### config.mk
export PLATFORM = sky130hd
export DESIGN_NAME = note_sequencer_flat
export DESIGN_NICKNAME = d
export VERILOG_FILES = /design/src/rtl/note_sequencer_if.sv /design/src/rtl/note_sequencer.sv /design/src/flat_wrapper.sv
export SDC_FILE = /design/constraint.sdc
export NUM_CORES = 1
export LEC_CHECK = 0
export ABC_AREA = 1
export ABC_CLOCK_PERIOD_IN_PS = 3660
export BUFFER_PORTS_ARGS = -buffer_cell sky130_fd_sc_hd__buf_2
export CORE_ASPECT_RATIO = 0.6
export CORE_MARGIN = 4
export CORE_UTILIZATION = 30
export CTS_CLUSTER_DIAMETER = 200
export DETAILED_ROUTE_END_ITERATION = 8
export PLACE_DENSITY = 0.53
export SLEW_MARGIN = 15
export SYNTH_ARGS = -nofsm -noshare
export SYNTH_HDL_FRONTEND = slang
export SYNTH_SLANG_ARGS = --single-unit
export TNS_END_PERCENT = 30
### constraint.sdc
create_clock -name clk -period 3.66 [get_ports clk]
set_clock_uncertainty 0.2 [all_clocks]
set_input_delay 0.915 -clock clk [delete_from_list [all_inputs] [get_ports clk]]
set_output_delay 0.915 -clock clk [all_outputs]
set_load 0.01 [all_outputs]
### src/rtl/note_sequencer_if.sv
// Host-side bundle for note_sequencer.
// Covers control, pattern write port and channel outputs.
interface note_sequencer_if #(
  parameter int ADDR_W  = 4,
  parameter int TEMPO_W = 16
);
  logic               start;
  logic               stop;
  logic               loop_en;
  logic [TEMPO_W-1:0] tempo;
  logic [ADDR_W-1:0]  length;
  logic               wr_en;
  logic [ADDR_W-1:0]  wr_addr;
  logic [7:0]         wr_freq1;
  logic [7:0]         wr_freq2;
  logic [1:0]         wr_gate;
  logic [7:0]         freq1;
  logic [7:0]         freq2;
  logic [1:0]         gate;
  logic [ADDR_W-1:0]  step_idx;
  logic               busy;
  logic               step_tick;
  logic               done;

  modport master (
    output start, stop, loop_en, tempo, length,
    output wr_en, wr_addr, wr_freq1, wr_freq2, wr_gate,
    input  freq1, freq2, gate, step_idx,
    input  busy, step_tick, done
  );

  modport slave (
    input  start, stop, loop_en, tempo, length,
    input  wr_en, wr_addr, wr_freq1, wr_freq2, wr_gate,
    output freq1, freq2, gate, step_idx,
    output busy, step_tick, done
  );
endinterface

### src/rtl/note_sequencer.sv
// Two-channel step sequencer driving freq1/freq2/gate
// from a small programmable pattern memory.
module note_sequencer #(
  parameter int ADDR_W  = 4,
  parameter int TEMPO_W = 16
) (
  input  logic clk,
  input  logic rst_n,
  note_sequencer_if.slave bus
);
  localparam int DEPTH = 1 << ADDR_W;

  localparam logic [0:0] IDLE = 1'b0;
  localparam logic [0:0] PLAY = 1'b1;

  typedef struct packed {
    logic [1:0] gate;
    logic [7:0] f2;
    logic [7:0] f1;
  } step_t;

  step_t              mem [DEPTH];
  logic [0:0]         state_q;
  logic [TEMPO_W-1:0] tempo_q;
  logic [TEMPO_W-1:0] cnt_q;
  logic [ADDR_W-1:0]  len_q;
  logic [ADDR_W-1:0]  idx_q;
  logic [ADDR_W-1:0]  nxt_idx;
  step_t              out_q;
  logic               busy_q;
  logic               tick_q;
  logic               done_q;

  assign nxt_idx = idx_q + 1'b1;

  // Memory reads are taken before this edge's write lands.
  always_ff @(posedge clk or negedge rst_n) begin
    if (!rst_n) begin
      state_q <= IDLE;
      tempo_q <= '0;
      cnt_q   <= '0;
      len_q   <= '0;
      idx_q   <= '0;
      out_q   <= '0;
      busy_q  <= 1'b0;
      tick_q  <= 1'b0;
      done_q  <= 1'b0;
      for (int i = 0; i < DEPTH; i++) begin
        mem[i] <= '0;
      end
    end else begin
      if (bus.wr_en) begin
        mem[bus.wr_addr] <= {bus.wr_gate, bus.wr_freq2, bus.wr_freq1};
      end
      tick_q <= 1'b0;
      done_q <= 1'b0;
      if (state_q == IDLE) begin
        if (bus.start && !bus.stop) begin
          tempo_q <= bus.tempo;
          len_q   <= bus.length;
          cnt_q   <= bus.tempo;
          idx_q   <= '0;
          out_q   <= mem[0];
          busy_q  <= 1'b1;
          tick_q  <= 1'b1;
          state_q <= PLAY;
        end
      end else if (bus.stop) begin
        state_q <= IDLE;
        idx_q   <= '0;
        out_q   <= '0;
        busy_q  <= 1'b0;
      end else if (cnt_q != '0) begin
        cnt_q <= cnt_q - 1'b1;
      end else if (idx_q != len_q) begin
        idx_q  <= nxt_idx;
        out_q  <= mem[nxt_idx];
        cnt_q  <= tempo_q;
        tick_q <= 1'b1;
      end else if (bus.loop_en) begin
        idx_q  <= '0;
        out_q  <= mem[0];
        cnt_q  <= tempo_q;
        tick_q <= 1'b1;
      end else begin
        state_q <= IDLE;
        idx_q   <= '0;
        out_q   <= '0;
        busy_q  <= 1'b0;
        done_q  <= 1'b1;
      end
    end
  end

  assign bus.freq1     = out_q.f1;
  assign bus.freq2     = out_q.f2;
  assign bus.gate      = out_q.gate;
  assign bus.step_idx  = idx_q;
  assign bus.busy      = busy_q;
  assign bus.step_tick = tick_q;
  assign bus.done      = done_q;
endmodule

### src/flat_wrapper.sv
// flat-port wrapper written by rule: the top's interface ports become plain ports
module note_sequencer_flat 
#(
  parameter int ADDR_W  = 4,
  parameter int TEMPO_W = 16
)
  (clk, rst_n, bus_start, bus_stop, bus_loop_en, bus_tempo, bus_length, bus_wr_en, bus_wr_addr, bus_wr_freq1, bus_wr_freq2, bus_wr_gate, bus_freq1, bus_freq2, bus_gate, bus_step_idx, bus_busy, bus_step_tick, bus_done);
  note_sequencer_if #(.ADDR_W(ADDR_W), .TEMPO_W(TEMPO_W)) bus_i ();
  input  logic clk;
  input  logic rst_n;
  input wire logic [$bits(bus_i.start)-1:0] bus_start;
  input wire logic [$bits(bus_i.stop)-1:0] bus_stop;
  input wire logic [$bits(bus_i.loop_en)-1:0] bus_loop_en;
  input wire logic [$bits(bus_i.tempo)-1:0] bus_tempo;
  input wire logic [$bits(bus_i.length)-1:0] bus_length;
  input wire logic [$bits(bus_i.wr_en)-1:0] bus_wr_en;
  input wire logic [$bits(bus_i.wr_addr)-1:0] bus_wr_addr;
  input wire logic [$bits(bus_i.wr_freq1)-1:0] bus_wr_freq1;
  input wire logic [$bits(bus_i.wr_freq2)-1:0] bus_wr_freq2;
  input wire logic [$bits(bus_i.wr_gate)-1:0] bus_wr_gate;
  output wire logic [$bits(bus_i.freq1)-1:0] bus_freq1;
  output wire logic [$bits(bus_i.freq2)-1:0] bus_freq2;
  output wire logic [$bits(bus_i.gate)-1:0] bus_gate;
  output wire logic [$bits(bus_i.step_idx)-1:0] bus_step_idx;
  output wire logic [$bits(bus_i.busy)-1:0] bus_busy;
  output wire logic [$bits(bus_i.step_tick)-1:0] bus_step_tick;
  output wire logic [$bits(bus_i.done)-1:0] bus_done;
  assign bus_i.start = bus_start;
  assign bus_i.stop = bus_stop;
  assign bus_i.loop_en = bus_loop_en;
  assign bus_i.tempo = bus_tempo;
  assign bus_i.length = bus_length;
  assign bus_i.wr_en = bus_wr_en;
  assign bus_i.wr_addr = bus_wr_addr;
  assign bus_i.wr_freq1 = bus_wr_freq1;
  assign bus_i.wr_freq2 = bus_wr_freq2;
  assign bus_i.wr_gate = bus_wr_gate;
  assign bus_freq1 = bus_i.freq1;
  assign bus_freq2 = bus_i.freq2;
  assign bus_gate = bus_i.gate;
  assign bus_step_idx = bus_i.step_idx;
  assign bus_busy = bus_i.busy;
  assign bus_step_tick = bus_i.step_tick;
  assign bus_done = bus_i.done;
  note_sequencer #(.ADDR_W(ADDR_W), .TEMPO_W(TEMPO_W)) u_core (.clk(clk), .rst_n(rst_n), .bus(bus_i));
endmodule
==> run summary <==
* library cell with the highest instance count after synthesis: sky130_fd_sc_hd__nand2_1
* clock tree from TritonCTS: yes
* clock latency at the later pin of the worst-skew pair: 0.55 ns
* cell with the biggest individual delay on the critical path: sky130_fd_sc_hd__buf_4
* Area after DPL: 0.0181 mm^2
* number of port buffers: 72
* antenna fix cells: 0
* DP Wirelength: 33100 um
* flip-flop and latch area: 0.00876 mm^2
* required time at the endpoint of the critical path: 2.54 ns
* Synth cell types: 36
* number of nets in the layout: 2278
* Horiz. Die Dim: 316 um
* largest vdd supply drop: 0.214 mV
* yosys warns: 0
* share of flip-flops with an asynchronous set or reset: 1.00
* area of the mapped netlist: 0.0171 mm^2
* top cells by count, synth: sky130_fd_sc_hd__nand2_1, sky130_fd_sc_hd__dfrtp_1, sky130_fd_sc_hd__o21ai_0
* cells taking the most area after synthesis: sky130_fd_sc_hd__dfrtp_1, sky130_fd_sc_hd__nand2_1, sky130_fd_sc_hd__o21ai_0, sky130_fd_sc_hd__nand3_1, sky130_fd_sc_hd__nor2_1
* count of fill cells added during filler insertion: 5858
* number of hold-repair buffers added at the cts stage: 0
* total overflow reported by the global router: 0
* most instantiated flip-flop cell in the synthesis netlist: sky130_fd_sc_hd__dfrtp_1
* clock-pin slew on the worst setup and hold paths: 0.07 ns
* # resized after CTS: 0
* 1st-pass router iterations: 7
* clock sink count: 350
* Cell Chain, Critical Path: buf_4 -> buf_2
* Final Routed Wirelength: 55500 um
* antenna violations before repair: 2
* largest area contributor in the synthesized netlist: sky130_fd_sc_hd__dfrtp_1
* Final Total Pwr: 11.7 mW
* Synth top area share: 0.512
* Layout Cell Area excl Fill: 0.0193 mm^2
* # setup viols final: 0
* sequential element share of the synthesized area: 0.512
* worst-margin pin slew: 1.05 ns
* Fin. Hold Viols: 0
* via count of the first global-routing pass: 14000
* Post-CTS Repair Setup Buffers: 0
* number of nets with antenna violations after detailed routing: 0
* hold slack: 0.0985 ns
* depth of the CTS H-tree: 2
* synthesized netlist cell count: 2224
* total of flip-flops plus latches after synthesis: 350
* area of combinational cells with multiple inputs: 0.00704 mm^2
* Total Die Area: 0.0610 mm^2
* number of buffers on the longest clock path: 3
* # DRC: 0
* number of max-slew violations in the final report: 0
* static leakage: 9.16 nW
* Max Clk Rate: 0.336 GHz
* largest fanout of any net on the critical path: 66
* IO Pins: 73
* unrepaired setup endpoints after global routing: false
* ratio of cells with drive above 1 in the final layout: 0.0968
* gp weighted congestion: 0.891
* element type at the critical path start: flip-flop
* maximum number of pins on one net before global-route repair: 86
* cell at the root of the clock tree: sky130_fd_sc_hd__clkbuf_16
* reported max-cap violation count: 0
* TritonCTS Buffers: 36
* CP peak stage delay: 0.59 ns
* DR vias: 14800
* Tcrit/Tclk final: 0.814
* synthesis-to-layout area growth: 13.1%
* site row count: 67
* critical path data arrival time: 1.86 ns
* global-route wire length before repair: 86500 um
* worst setup path class: flip-flop to output pin
* total routing resource utilization after global routing: 0.183
* via density per instance: 4.91
* Total Negative Setup Slacks: 0 ns
* count of routing violations after the opening detailed-route iteration: 1877
* effective utilization at floorplan: 0.305
* crit end category: output pin
* post-layout min period: 2.98 ns
* synthesized net count: 2275
* FF-to-FF Start: u_core.bus.step_idx[0]
* worst slew margin relative to its limit: 0.301
* number of enable-type register cells in the synthesized netlist: 0
* Vert. Die Dim: 193 um
* drt wl/cell: 18.4 um
* path category of the worst min-delay check: input pin to async pin
* CORE AREA: 0.0561 mm^2
* beginning of the critical path: u_core.bus.step_idx[0]
* average cell area after synthesis: 7.69 um^2
* Cell Pwr Density: 607 mW/mm^2
* result of the run: completed
==> power by group <==
group | switching, mW | internal, mW | total [mW]
combinational | 1.77 | 0.963 | 2.73
clock | 1.65 | 2.14 | 3.79
sequential | 0.488 | 4.72 | 5.21
==> metal layers <==
layer	routed length, um	global-route usage
met1	27900	0.289
met2	22800	0.264
met3	4010	0.0317
met4	745	0.0307
met5	0	0
==> state kept, by name, summed over array words and instances, names as in the netlist <==
name,cells
u_core.bus.busy,1
u_core.bus.done,1
u_core.bus.freq1,8
u_core.bus.freq2,8
u_core.bus.gate,2
u_core.bus.step_idx,4
u_core.bus.step_tick,1
u_core.cnt_q,16
u_core.len_q,4
u_core.mem,288
u_core.state_q,1
u_core.tempo_q,16
==> cell usage in the layout (no fill, tap or decap), types with 8 or more instances in the layout <==
cell type                   synthesis  routed
sky130_fd_sc_hd__nand2_1          622     622
sky130_fd_sc_hd__dfrtp_1          350     349
sky130_fd_sc_hd__o21ai_0          322     322
sky130_fd_sc_hd__nor2_1           239     239
sky130_fd_sc_hd__nand3_1          237     237
sky130_fd_sc_hd__inv_1            168     168
sky130_fd_sc_hd__buf_2             37      71
sky130_fd_sc_hd__a21oi_1           50      50
sky130_fd_sc_hd__clkbuf_16          0      36
sky130_fd_sc_hd__buf_4              4      31
sky130_fd_sc_hd__o211ai_1          18      18
sky130_fd_sc_hd__mux2_2            13      13
sky130_fd_sc_hd__nor2_2            11      10
sky130_fd_sc_hd__clkbuf_1          88       9
sky130_fd_sc_hd__clkbuf_8           0       8
==> cell type report <==
type | instances | area share
clock buffer | 53 | 0.0540
clock inverter | 11 | 0.00725
inverter | 178 | 0.0348
multi-input combinational | 1552 | 0.364
sequential | 350 | 0.453
tap | 759 | 0.0491
timing repair buffer | 109 | 0.0374
==> logic make-up after synthesis <==
group | after synthesis | synth area share
AO/OA/AOI/OAI | 394 | 0.118
XOR/XNOR | 6 | 0.00351
adder cells (fa/ha/maj) | 3 | 0.00220
buffers and inverters | 322 | 0.0780
flip-flops | 350 | 0.512
multiplexers | 15 | 0.00988
AND/OR/NAND/NOR | 1134 | 0.276
==> metrics by stage <==
| stage | util | cells | worst slack [ns] |
|---|---|---|---|
| global route | 0.345 | 3012 | 0.594 |
| floorplan | - | 2224 | 1.40 |
| global placement | 0.324 | 2948 | 0.882 |
| CTS | 0.345 | 3012 | 0.634 |
| detailed placement | 0.324 | 2948 | 0.826 |
| finish | 0.345 | 3012 | 0.682 |
==> path summary, 6_finish.rpt <==
kind,end,slack [ns],depth (start not counted)
max,bus_step_idx[0],0.68,2
min,u_core.mem[106],0.1,1
max reg2reg,u_core.bus.freq1[7],0.80,10
min reg2reg,u_core.mem[132],0.28,2
max in group asynchronous,u_core.mem[145],2.33,2
min in group clk,u_core.mem[132],0.28,2
==> worst max-delay path, delay by kind of cell (launching register included) <==
family | cells | cell delay [ns]
flip-flops | 1 | 0.46
buffers and inverters | 2 | 0.87
(Power assumes the default switching activity.)
